`src/rtl/fb_bunch_sequencer.sv`:
```
// Multi-bunch feedback sequencer: on an accepted trigger it walks a train of up
// to NBUNCH_MAX bunch strobes, presents a per-bunch coefficient from a small
// register bank to the shared multiplier, gates the feedforward path and tags
// datapath overflow flags with the bunch that caused them.
module fb_bunch_sequencer #(
    parameter int NBUNCH_MAX = 4,
    parameter int CNT_W      = 8,
    parameter int GAIN_W     = 21,
    parameter int MIN_SPACE  = 8,
    parameter int TAIL       = 8,
    localparam int IDX_W     = $clog2(NBUNCH_MAX),
    localparam int NB_W      = IDX_W + 1
) (
    input  logic                     clk,
    input  logic                     rst,
    input  logic                     arm,
    input  logic                     trig,
    input  logic [NB_W-1:0]          n_bunches,
    input  logic [CNT_W-1:0]         first_delay,
    input  logic [CNT_W-1:0]         spacing,
    input  logic                     gain_wr_en,
    input  logic [IDX_W-1:0]         gain_wr_addr,
    input  logic signed [GAIN_W-1:0] gain_wr_data,
    input  logic                     dsp_oflow,
    output logic                     store_strb,
    output logic                     bunch_strb,
    output logic                     delay_en,
    output logic signed [GAIN_W-1:0] charge_out,
    output logic [IDX_W-1:0]         bunch_idx,
    output logic                     busy,
    output logic                     done,
    output logic [NBUNCH_MAX-1:0]    oflow_flags
);

    typedef enum logic [2:0] {
        S_IDLE,
        S_ARMED,
        S_WAIT,
        S_STROBE,
        S_GAP,
        S_TAIL,
        S_FIN
    } state_t;

    state_t                    state, state_nxt;
    logic [CNT_W-1:0]          cnt, cnt_nxt;
    logic [IDX_W-1:0]          n_last, n_last_nxt;
    logic [CNT_W-1:0]          sp_eff, sp_eff_nxt;
    logic [IDX_W-1:0]          idx_nxt;
    logic [NBUNCH_MAX-1:0]     flags_nxt;
    logic                      delay_nxt;
    logic [NB_W-1:0]           n_clamped;
    logic [IDX_W-1:0]          n_last_in;
    logic [CNT_W-1:0]          sp_in;
    logic signed [GAIN_W-1:0]  bank [NBUNCH_MAX];

    // Clamp the requested bunch count into 1..NBUNCH_MAX at the trigger input.
    always_comb begin
        n_clamped = n_bunches;
        if (n_bunches == '0) begin
            n_clamped = NB_W'(1);
        end else if (n_bunches > NB_W'(NBUNCH_MAX)) begin
            n_clamped = NB_W'(NBUNCH_MAX);
        end
    end

    // Train stores the index of its last bunch; spacing is floored to the datapath minimum.
    assign n_last_in = IDX_W'(n_clamped - NB_W'(1));
    assign sp_in     = (spacing < CNT_W'(MIN_SPACE)) ? CNT_W'(MIN_SPACE) : spacing;

    // Coefficient bank: written at any time, read only when a strobe is launched.
    always_ff @(posedge clk) begin
        if (rst) begin
            // NOTE: the bank is only NBUNCH_MAX words and must read 0 after reset,
            // so it is built from flops and cleared like any other register.
            for (int i = 0; i < NBUNCH_MAX; i++) begin
                bank[i] <= '0;
            end
        end else if (gain_wr_en) begin
            bank[gain_wr_addr] <= gain_wr_data;
        end
    end

    // Next-state and next-register values for the train sequencer.
    always_comb begin
        // NOTE: every signal assigned here gets a default first, so no path
        // through the case statement can leave one unassigned and infer a latch.
        state_nxt  = state;
        cnt_nxt    = cnt;
        n_last_nxt = n_last;
        sp_eff_nxt = sp_eff;
        idx_nxt    = bunch_idx;
        flags_nxt  = oflow_flags;
        delay_nxt  = delay_en;

        if (state != S_IDLE && !arm) begin
            // Arm loss aborts immediately and wins over a same-cycle trigger.
            state_nxt = S_IDLE;
        end else begin
            case (state)
                S_IDLE: begin
                    if (arm) state_nxt = S_ARMED;
                end
                S_ARMED: begin
                    if (trig) begin
                        n_last_nxt = n_last_in;
                        sp_eff_nxt = sp_in;
                        idx_nxt    = '0;
                        flags_nxt  = '0;
                        if (first_delay == '0) begin
                            state_nxt = S_STROBE;
                        end else begin
                            state_nxt = S_WAIT;
                            cnt_nxt   = first_delay - CNT_W'(1);
                        end
                    end
                end
                S_WAIT: begin
                    if (cnt == '0) state_nxt = S_STROBE;
                    else           cnt_nxt   = cnt - CNT_W'(1);
                end
                S_STROBE: begin
                    if (bunch_idx == n_last) begin
                        state_nxt = S_TAIL;
                        cnt_nxt   = CNT_W'(TAIL - 1);
                    end else begin
                        // Two cycles of the period are spent in STROBE and the last GAP count.
                        state_nxt = S_GAP;
                        cnt_nxt   = sp_eff - CNT_W'(2);
                    end
                end
                S_GAP: begin
                    if (cnt == '0) begin
                        state_nxt = S_STROBE;
                        idx_nxt   = bunch_idx + IDX_W'(1);
                    end else begin
                        cnt_nxt = cnt - CNT_W'(1);
                    end
                end
                S_TAIL: begin
                    if (cnt == '0) state_nxt = S_FIN;
                    else           cnt_nxt   = cnt - CNT_W'(1);
                end
                S_FIN: begin
                    state_nxt = arm ? S_ARMED : S_IDLE;
                end
                default: begin
                    state_nxt = S_IDLE;
                end
            endcase
        end

        // Overflows seen after a strobe belong to the bunch just processed.
        if ((state == S_GAP || state == S_TAIL) && dsp_oflow) begin
            flags_nxt[bunch_idx] = 1'b1;
        end

        // Feedforward is enabled from the second bunch on and held between strobes.
        if (state_nxt == S_STROBE) begin
            delay_nxt = (idx_nxt != '0);
        end else if (state_nxt == S_IDLE || state_nxt == S_ARMED || state_nxt == S_FIN) begin
            delay_nxt = 1'b0;
        end
    end

    // State, counters and registered outputs, all derived from the next state.
    always_ff @(posedge clk) begin
        if (rst) begin
            state       <= S_IDLE;
            cnt         <= '0;
            n_last      <= '0;
            sp_eff      <= '0;
            store_strb  <= 1'b0;
            bunch_strb  <= 1'b0;
            delay_en    <= 1'b0;
            charge_out  <= '0;
            bunch_idx   <= '0;
            busy        <= 1'b0;
            done        <= 1'b0;
            oflow_flags <= '0;
        end else begin
            // NOTE: non-blocking assignments so every register here samples the
            // pre-edge values, independent of statement order.
            state       <= state_nxt;
            cnt         <= cnt_nxt;
            n_last      <= n_last_nxt;
            sp_eff      <= sp_eff_nxt;
            store_strb  <= (state_nxt != S_IDLE);
            bunch_strb  <= (state_nxt == S_STROBE);
            delay_en    <= delay_nxt;
            bunch_idx   <= idx_nxt;
            busy        <= (state_nxt == S_WAIT) || (state_nxt == S_STROBE) ||
                           (state_nxt == S_GAP)  || (state_nxt == S_TAIL);
            done        <= (state_nxt == S_FIN);
            oflow_flags <= flags_nxt;
            // Coefficient is captured as the strobe launches and held until the next one.
            if (state_nxt == S_STROBE) begin
                charge_out <= bank[idx_nxt];
            end
        end
    end

endmodule

```
`config.mk`:
```
export PLATFORM = sky130hd
export DESIGN_NAME = fb_bunch_sequencer
export DESIGN_NICKNAME = d
export VERILOG_FILES = /design/src/rtl/fb_bunch_sequencer.sv
export SDC_FILE = /design/constraint.sdc
export NUM_CORES = 1
export LEC_CHECK = 0
export CORE_UTILIZATION = 40
export CTS_BUF_LIST = sky130_fd_sc_hd__clkbuf_8
export DETAILED_ROUTE_END_ITERATION = 10
export GPL_TIMING_DRIVEN = 0
export PLACE_DENSITY = 0.59
export SETUP_SLACK_MARGIN = 0.1
export SLEW_MARGIN = 15
export SYNTH_ARGS = -nofsm -noshare
export SYNTH_HDL_FRONTEND = slang
export SYNTH_SLANG_ARGS = --single-unit
export TNS_END_PERCENT = 100
```
`constraint.sdc`:
```
create_clock -name clk -period 3.6 [get_ports clk]
set_input_delay 0.72 -clock clk [delete_from_list [all_inputs] [get_ports clk]]
set_output_delay 0.72 -clock clk [all_outputs]
set_load 0.01 [all_outputs]
```
==> results.py, run 1 <==
metrics = {
    "layout": {
        "fin_nets": 744,
        "post-route-util_pct": 50.4,
        "drive_above_1_share_pct": 10.5,
        "fin_area_sq_mm": 0.00809,
        "antenna_cells": 0,
        "area_growth_pct": 21.6,
    },
    "detailed_routing": {
        "via_per_inst": 5.28,
        "route.detailed.drc": 0,
        "wl_per_cell_um": 17.8,
        "wl_um": 16300,
        "ant_nets": 0,
        "vias": 4849,
        "drtIter0Drc": 218,
        "dr.pass1.iters": 4,
    },
    "critical_path": {
        "worst-path-buf-inv": 3,
        "required_ps": 3680,
        "reg2reg_depth": 7,
        "worst-setup-path-type": "in2reg",
        "cp_data_arrival_time_ps": 3090,
        "rrSetupSlack_ps": 910,
        "max_stage_delay_ps": 670,
        "crit_cells": 4,
        "crit_chain": "clkdlybuf4s50_1 > clkbuf_1 > clkbuf_1 > a31o_2",
        "cp_top_family": "buffers and inverters",
        "r2r_end": "charge_out[20]",
        "path_common_cell": "clkbuf_1",
        "endpoint": "bank[3][0]",
        "startpoint": "rst",
        "worst_setup_path_end_kind": "flip-flop",
        "slowest_stage": "clkdlybuf4s50_1",
        "crit_fanout": 21,
        "start_kind": "primary input",
        "worstReg2RegStart": "cnt[7]",
    },
    "sta": {
        "relSlewSlack_pct": 50.8,
        "timing.final.crit_share_pct": 83.6,
        "finalSetupViolCount": 0,
        "fmax_mhz": 332,
        "tightest_slew_ps": 738,
        "finalCriticalPeriod_ps": 3010,
        "whs_ps": 488,
        "drv_slew": 0,
        "fin_skew_ps": 6.77,
        "rsz0062_at_grt": "false",
        "hold_violations": 0,
    },
    "outcome": {
        "outcome": "finished, final reports clean",
    },
    "placed_design": {
        "port_buffers": 78,
        "dpl_cell_area_sq_mm": 0.00771,
        "hpwl_um": 11300,
        "routabilityCongestion": 0.843,
    },
    "hold_path": {
        "hold_class": "reg2reg",
    },
    "yosys": {
        "ys_ff_latch": 137,
        "synth_cell_types": 58,
        "synth_edf_count": 84,
        "synth_top_flop_cell": "edfxtp_1",
        "synthArstFlopShare_pct": 0,
        "ys_warn_count": 0,
        "syn_nets": 647,
        "yosys-top-cells-area": "edfxtp_1 (38%), dfxtp_1 (16%), and2_1 (8.1%)",
        "avgSynthCellArea_sq_um": 11.2,
        "syn_area_sq_mm": 0.00665,
        "synth.top_cell.area_share_pct": 37.9,
        "yosys.area.top_type": "edfxtp_1",
        "seq_area_frac_synth_pct": 53.9,
        "synth_cells": 593,
        "ys_top_cells_by_count": "and2_1 (86), edfxtp_1 (84), dfxtp_1 (53)",
        "yosysMostFrequentCell": "and2_1",
    },
    "power_and_ir_drop": {
        "ir_drop_uv": 234,
        "power_density_mw_per_mm2": 448,
        "power_mw": 3.62,
        "power_leakage_nw": 3.22,
    },
    "global_routing": {
        "antenna_found_initial": 0,
        "gr-total-overflow": 0,
        "grt_pass1_wl_um": 25500,
        "grt_pass1_vias": 4766,
        "grt_util_all_layers_pct": 20.4,
        "grt_max_degree": 22,
    },
    "clocking": {
        "cts_tree": "built",
        "clockBufferDepth": 2,
        "worst_skew_pair.late_latency_ps": 440,
        "cts_setup_buffers": 0,
        "clkTransAtPathRegs_ps": 70,
        "cts_made_buffers": 17,
        "htree_levels": 4,
        "clock-sinks": 137,
        "ctsHoldBuffers": 0,
        "root_buffer": "clkbuf_8",
        "cts.repair.resized": 0,
    },
    "floorplanning": {
        "fp.coreArea_sq_mm": 0.0161,
        "die_height_um": 131,
        "rows": 46,
        "io_pins": 80,
        "initial_core_util_pct": 41.4,
        "dieArea_sq_mm": 0.0171,
        "die_w_um": 131,
    },
    "run": {
        "max_cap_viol_count": 0,
    },
}
## state kept, by name, indices dropped and copies added (netlist names)
name,count
state,3
busy,1
store_strb,1
bank,84
delay_en,1
bunch_idx,2
n_last,2
charge_out,21
bunch_strb,1
done,1
sp_eff,8
cnt,8
oflow_flags,4
## layer usage
layer / global-route usage (%) / up-vias / share of wire (%)
li1: - / 2322 / -
met1: 26.0 / 2366 / 45
met2: 34.0 / 134 / 49
met3: 4.19 / 27 / 4.0
met4: 7.91 / 0 / 2.1
met5: 0 / - / 0
## cell type report
cell class,count,area [sq um]
Fill cell,1424,7970
Sequential cell,137,3580
Multi-Input combinational cell,410,2850
Timing Repair Buffer,78,781
Tap cell,216,270
Clock buffer,17,234
Buffer,37,199
Clock inverter,15,143
Inverter,9,33.8
## report_power, final
| group | internal (mW) | switching [mW] | leakage [nW] |
|---|---|---|---|
| Combinational | 0.242 | 0.307 | 1.76 |
| Sequential | 1.78 | 0.0529 | 1.25 |
| Clock | 0.661 | 0.580 | 0.209 |
| Total | 2.68 | 0.941 | 3.22 |
## how the worst min path moves through the flow
stage	from	to	slack, ps	cells after the start
2_1_floorplan	cnt[0]	cnt[0]	470	2
5_1_grt	oflow_flags[0]	oflow_flags[0]	530	2
3_3_place_gp	oflow_flags[3]	oflow_flags[3]	470	2
3_5_place_dp	oflow_flags[3]	oflow_flags[3]	480	2
4_1_cts	oflow_flags[3]	oflow_flags[3]	500	2
6_report	oflow_flags[3]	oflow_flags[3]	490	2
## cells by family after synthesis
| group | synth area share, % |
|---|---|
| simple gates | 18.2 |
| xor+xnor | 1.45 |
| buf+inv | 3.50 |
| mux | 11.6 |
| compound gates | 10.3 |
| fa+ha+maj | 1.13 |
| flops | 53.9 |
## tightest hold or removal path: cells and delay by family (launching register included)
kind,cells,cell delay (ps)
AO/OA/AOI/OAI,1,60
flip-flops,1,330
AND/OR/NAND/NOR,1,70
## placed cells by master (no fill, tap or decap), types with 7 or more instances in the layout
cell / instances
nand2b_1: 7
clkbuf_8: 17
and2_1: 86
mux2i_1: 52
nand2_1: 13
a21oi_1: 15
clkbuf_1: 21
nor2_1: 36
dfxtp_1: 53
edfxtp_1: 84
nor3_1: 11
clkdlybuf4s50_1: 78
o21ai_1: 22
inv_1: 12
o21ai_0: 26
mux2_2: 21
nor2b_1: 27
## stage by stage
step	TNS, ps	setup WS [ps]	std cells
after floorplan	0	1180	593
after global placement	-5730	-273	887
after detailed placement	0	112	887
after CTS	0	595	919
after global routing	0	465	919
final	0	590	919
Power figures use the tool's default switching activity.
==> run 2: changes to the inputs <==
--- a/config.mk
+++ b/config.mk
@@ -9,7 +9,7 @@
 export CTS_BUF_LIST = sky130_fd_sc_hd__clkbuf_8
 export DETAILED_ROUTE_END_ITERATION = 10
 export GPL_TIMING_DRIVEN = 0
-export PLACE_DENSITY = 0.59
+export PLACE_DENSITY = 0.62
 export SETUP_SLACK_MARGIN = 0.1
 export SLEW_MARGIN = 15
 export SYNTH_ARGS = -nofsm -noshare
==> constraint.sdc (replaced) <==
create_clock -name clk -period 2.62 [get_ports clk]
set_input_delay 0.524 -clock clk [delete_from_list [all_inputs] [get_ports clk]]
set_output_delay 0.524 -clock clk [all_outputs]
set_load 0.01 [all_outputs]
==> results.py, run 2 (synthesis gave the netlist of run 1 again) <==
metrics = {
    "placed_design": {
        "routabilityCongestion": 0.875,
        "port_buffers": 78,
        "hpwl_um": 11300,
    },
    "power_and_ir_drop": {
        "p_int_mw": 3.78,
        "power_mw": 5.12,
        "p_sw_share_pct": 26.2,
        "power_density_mw_per_mm2": 621,
        "seq_power_share_pct": 49.2,
        "combPwrFrac_pct": 15.4,
        "power_leakage_nw": 3.26,
        "p_sw_mw": 1.34,
        "clockPowerShare_pct": 35.4,
        "ir_drop_uv": 315,
    },
    "detailed_routing": {
        "ant_nets": 0,
        "via_per_inst": 5.19,
        "dr.pass1.iters": 4,
        "wl_per_cell_um": 17.8,
        "drtIter0Drc": 227,
        "vias": 4783,
        "route.detailed.drc": 0,
        "wl_um": 16400,
    },
    "layout": {
        "top_register": "bank",
        "multiInputGateArea_sq_mm": 0.00293,
        "layout_common_cells": "and2_1 (86), edfxtp_1 (84), clkdlybuf4s50_1 (77)",
        "post-route-util_pct": 51.4,
        "drive_above_1_share_pct": 13.6,
        "register_area_sq_mm": 0.00359,
        "largest_reg_flops": 84,
        "layout_commonest_cell": "and2_1",
        "area_growth_pct": 24.0,
        "top_regs": "bank: 84 flops, charge_out: 21 flops",
        "antenna_cells": 0,
        "nFillCells": 1402,
        "fin_nets": 747,
    },
    "outcome": {
        "outcome": "finished, final reports clean",
    },
    "clocking": {
        "ctsHoldBuffers": 0,
        "cts_made_buffers": 17,
        "root_buffer": "clkbuf_8",
        "cts_tree": "built",
        "clockBufferDepth": 2,
        "clock-sinks": 137,
        "clkTransAtPathRegs_ps": 80,
        "worst_skew_pair.late_latency_ps": 450,
        "htree_levels": 4,
    },
    "sta": {
        "hold_violations": 0,
        "tightest_slew_ps": 714,
        "timing.final.crit_share_pct": 92.0,
        "relSlewSlack_pct": 52.3,
        "finalCriticalPeriod_ps": 2410,
        "fmax_mhz": 415,
        "fin_skew_ps": 11.9,
        "rsz0062_at_grt": "false",
        "finalSetupViolCount": 0,
        "drv_slew": 0,
    },
    "floorplanning": {
        "rows": 46,
        "die_height_um": 131,
        "dieArea_sq_mm": 0.0171,
        "fp.coreArea_sq_mm": 0.0161,
        "io_pins": 80,
        "initial_core_util_pct": 41.4,
        "die_w_um": 131,
    },
    "critical_path": {
        "cp_data_arrival_time_ps": 2780,
        "crit_chain": "clkdlybuf4s50_1 > nor3_1 > nand3_1 > a211o_1 > a311o_1 > or3_4 > buf_4 > o21ai_1",
        "required_ps": 2990,
        "start_kind": "primary input",
        "max_stage_delay_ps": 450,
        "rrSetupSlack_ps": 220,
        "slowest_stage": "clkdlybuf4s50_1",
        "worst-setup-path-type": "in2reg",
        "crit_fanout": 10,
        "worst_setup_path_end_kind": "flip-flop",
    },
    "global_routing": {
        "top_usage_layer": "met2",
        "gr-total-overflow": 0,
        "grt_util_all_layers_pct": 20.7,
        "grt_pass1_vias": 4851,
        "met3_usage_pct": 4.15,
        "use_met1_pct": 26.7,
        "antenna_found_initial": 0,
        "grt_max_degree": 22,
        "grt_pass1_wl_um": 25900,
        "met2_usage_pct": 34.9,
    },
    "hold_path": {
        "hold_class": "reg2reg",
    },
    "run": {
        "max_cap_viol_count": 0,
    },
}
==> run 2: power by group through the flow <==
stage / Sequential (mW) / Clock (mW) / Combinational, mW
finish: 2.52 / 1.81 / 0.787
detailed placement: 2.56 / 0 / 0.756
CTS: 2.52 / 1.84 / 0.766
global route: 2.54 / 1.92 / 0.865
floorplan: 2.55 / 0 / 0.439
global placement: 2.56 / 0 / 0.745
==> run 2: critical path, delay by kind of cell <==
family,cells,cell delay (ps)
simple gates,3,770
buf+inv,2,640
compound gates,3,830
==> run 2: path summary, 6_finish.rpt <==
kind                  startpoint        endpoint  cells after the start
setup / recovery  first_delay[0]  charge_out[13]                      8
hold / removal    oflow_flags[3]  oflow_flags[3]                      2
setup reg to reg        state[2]          cnt[5]                      8
hold reg to reg   oflow_flags[3]  oflow_flags[3]                      2
==> run 2: layout make-up <==
cell class | instances | area share [%]
Sequential cell | 137 | 43.5
Clock buffer | 19 | 3.17
Buffer | 37 | 2.56
Inverter | 9 | 0.410
Timing Repair Buffer | 81 | 9.72
Multi-Input combinational cell | 410 | 35.5
Clock inverter | 13 | 1.85
Tap cell | 216 | 3.28
==> run 2: per-stage QoR <==
stage	setup TNS [ps]	worst slack, ps	hold slack, ps	area, sq um	cells
2_1_floorplan	0	357	470	6650	593
3_3_place_gp	-69080	-1030	464	7700	887
3_5_place_dp	-56320	-603	479	7710	887
4_1_cts	0	99.7	500	8160	919
5_1_grt	0	102	524	8250	922
6_report	0	208	491	8250	922
==> run 2: layer usage <==
metal / up-vias / share of wire, %
met5: - / 0
met4: 0 / 1.1
met3: 17 / 4.4
met2: 126 / 48
met1: 2308 / 46
li1: 2332 / -
==> run 2: what timing repair did <==
action	4_1_cts	5_1_grt
resized for setup	12	16
pin swaps	0	6
buffers inserted	0	3
endpoints found under the setup margin	106	24
==> run 3: changes to the inputs <==
--- a/config.mk
+++ b/config.mk
@@ -11,7 +11,7 @@
 export GPL_TIMING_DRIVEN = 0
 export PLACE_DENSITY = 0.62
 export SETUP_SLACK_MARGIN = 0.1
-export SLEW_MARGIN = 15
+export SLEW_MARGIN = 40
 export SYNTH_ARGS = -nofsm -noshare
 export SYNTH_HDL_FRONTEND = slang
 export SYNTH_SLANG_ARGS = --single-unit
==> constraint.sdc (replaced) <==
create_clock -name clk -period 2.62 [get_ports clk]
set_input_delay 0.786 -clock clk [delete_from_list [all_inputs] [get_ports clk]]
set_output_delay 0.786 -clock clk [all_outputs]
set_load 0.01 [all_outputs]
==> results.py, run 3 (synthesis gave the netlist of run 1 again) <==
metrics = {
    "outcome": {
        "outcome": "finished, final reports clean",
    },
    "sta": {
        "fin_skew_ps": 13.3,
        "layout_setup_ws_ps": 150,
        "finalSetupViolCount": 0,
        "tightest_slew_ps": 650,
        "relSlewSlack_pct": 56.7,
        "timing.final.crit_share_pct": 94.3,
        "drv_slew": 0,
        "fmax_mhz": 405,
        "hold_violations": 0,
        "rsz0062_at_grt": "true",
        "finalCriticalPeriod_ps": 2470,
    },
    "layout": {
        "layout_common_cells": "and2_1 (86), edfxtp_1 (84), clkdlybuf4s50_1 (71)",
        "drive_above_1_share_pct": 14.1,
        "layout_commonest_cell": "and2_1",
        "largest_reg_flops": 84,
        "top_register": "bank",
        "top_regs": "bank: 84 flops, charge_out: 21 flops",
        "antenna_cells": 0,
        "fin_nets": 755,
        "area_growth_pct": 25.0,
        "final_cells": 930,
    },
    "clocking": {
        "clockBufferDepth": 2,
        "clock-sinks": 137,
        "root_buffer": "clkbuf_8",
        "cts_made_buffers": 17,
        "clkTransAtPathRegs_ps": 70,
        "htree_levels": 4,
        "cts_tree": "built",
        "worst_skew_pair.late_latency_ps": 450,
    },
    "detailed_routing": {
        "via_per_inst": 5.18,
        "wl_um": 16700,
        "vias": 4821,
        "ant_nets": 0,
        "dr.pass1.iters": 4,
        "wl_per_cell_um": 18.0,
        "route.detailed.drc": 0,
        "drtIter0Drc": 311,
    },
    "placed_design": {
        "pre_cts_ws_ps": -907,
        "hpwl_um": 11400,
        "dp.cells": 888,
        "port_buffers": 78,
        "routabilityCongestion": 0.875,
    },
    "hold_path": {
        "whs_endpoint": "oflow_flags[3]",
        "hold-path-cell-count": 2,
        "hold_class": "reg2reg",
        "hp-start": "oflow_flags[3]",
    },
    "critical_path": {
        "worst_setup_path_end_kind": "flip-flop",
        "rrSetupSlack_ps": 200,
        "crit_fanout": 10,
        "worst-setup-path-type": "in2reg",
        "reg2reg_depth": 9,
        "worstReg2RegStart": "state[0]",
        "required_ps": 3000,
        "cp_data_arrival_time_ps": 2850,
        "start_kind": "primary input",
        "r2r_end": "charge_out[8]",
    },
    "global_routing": {
        "grt_max_degree": 22,
        "grt_pass1_vias": 4898,
        "grt_util_all_layers_pct": 20.9,
        "gr-total-overflow": 0,
        "antenna_found_initial": 0,
        "grt_pass1_wl_um": 26100,
    },
    "floorplanning": {
        "fp.coreArea_sq_mm": 0.0161,
        "die_height_um": 131,
        "rows": 46,
        "initial_core_util_pct": 41.4,
        "die_w_um": 131,
        "io_pins": 80,
        "dieArea_sq_mm": 0.0171,
    },
    "power_and_ir_drop": {
        "power_density_mw_per_mm2": 611,
        "ir_drop_uv": 351,
        "power_leakage_nw": 3.35,
    },
    "run": {
        "max_cap_viol_count": 0,
    },
}
## run 3: changes by cell type in the layout (fill, tap and decap cells not counted), sizes merged
cell	before	now
inv	10	14
clkbuf	40	41
dlygate4sd2	1	7
buf	19	27
bufinv	3	2
clkdlybuf4s50	77	71
clkinvlp	4	0
## run 3: through the flow
step / hold WS (ps) / cell area, sq um / total power, mW / utilization, % / TNS, ps
after floorplan: 470 / 6650 / 2.99 / - / 0
after global placement: 464 / 7700 / 3.30 / 48.0 / -104940
after detailed placement: 479 / 7740 / 3.33 / 48.2 / -96450
after CTS: 498 / 8290 / 5.10 / 51.6 / 0
after global routing: 522 / 8310 / 5.28 / 51.8 / 0
final: 490 / 8310 / 5.08 / 51.8 / 0
## run 3: layout make-up
type	count	area, sq um
repair buffers	89	895
plain buffers	37	230
clock inverters	12	125
well taps	216	270
multi-input cells	410	2900
flip-flops and latches	137	3580
inverters	9	33.8
clock buffers	20	275
fillers	1401	7740
## run 3: routing by layer
metal	global-route usage [%]	vias to the layer above	share of wire [%]
met1	26.6	2345	46
met2	35.5	107	49
met5	0	-	0
li1	-	2347	-
met4	7.30	0	1.6
met3	3.91	22	3.6
## run 3: power by group
| part | switching, mW | internal [mW] |
|---|---|---|
| registers | 0.0758 | 2.44 |
| logic | 0.444 | 0.370 |
| clock network | 0.833 | 0.919 |
| total | 1.35 | 3.73 |
## run 3: how the worst max path moves through the flow
stage / from / end / cells after the start
global route: state[2] / cnt[4] / 10
global placement: rst / bank[2][13] / 4
floorplan: first_delay[1] / charge_out[0] / 7
finish: first_delay[4] / charge_out[20] / 8
CTS: first_delay[4] / charge_out[8] / 9
detailed placement: rst / bank[1][17] / 4
## run 3: timing repair
action                                  CTS  global route
pin swaps                                 7             3
buffers inserted                          9             0
endpoints found under the setup margin  115            23
hold buffers                              0             0
endpoints found under the hold margin     0             0
gates cloned                              1             0
gates resized for setup                  26            14
## run 3: worst max-delay path, cell delays in order
cell	delay, ps
clkdlybuf4s50_1	430
nor2_1	140
nand3_1	130
a211o_1	300
a311o_1	300
or3_4	440
buf_6	180
o21ai_1	130
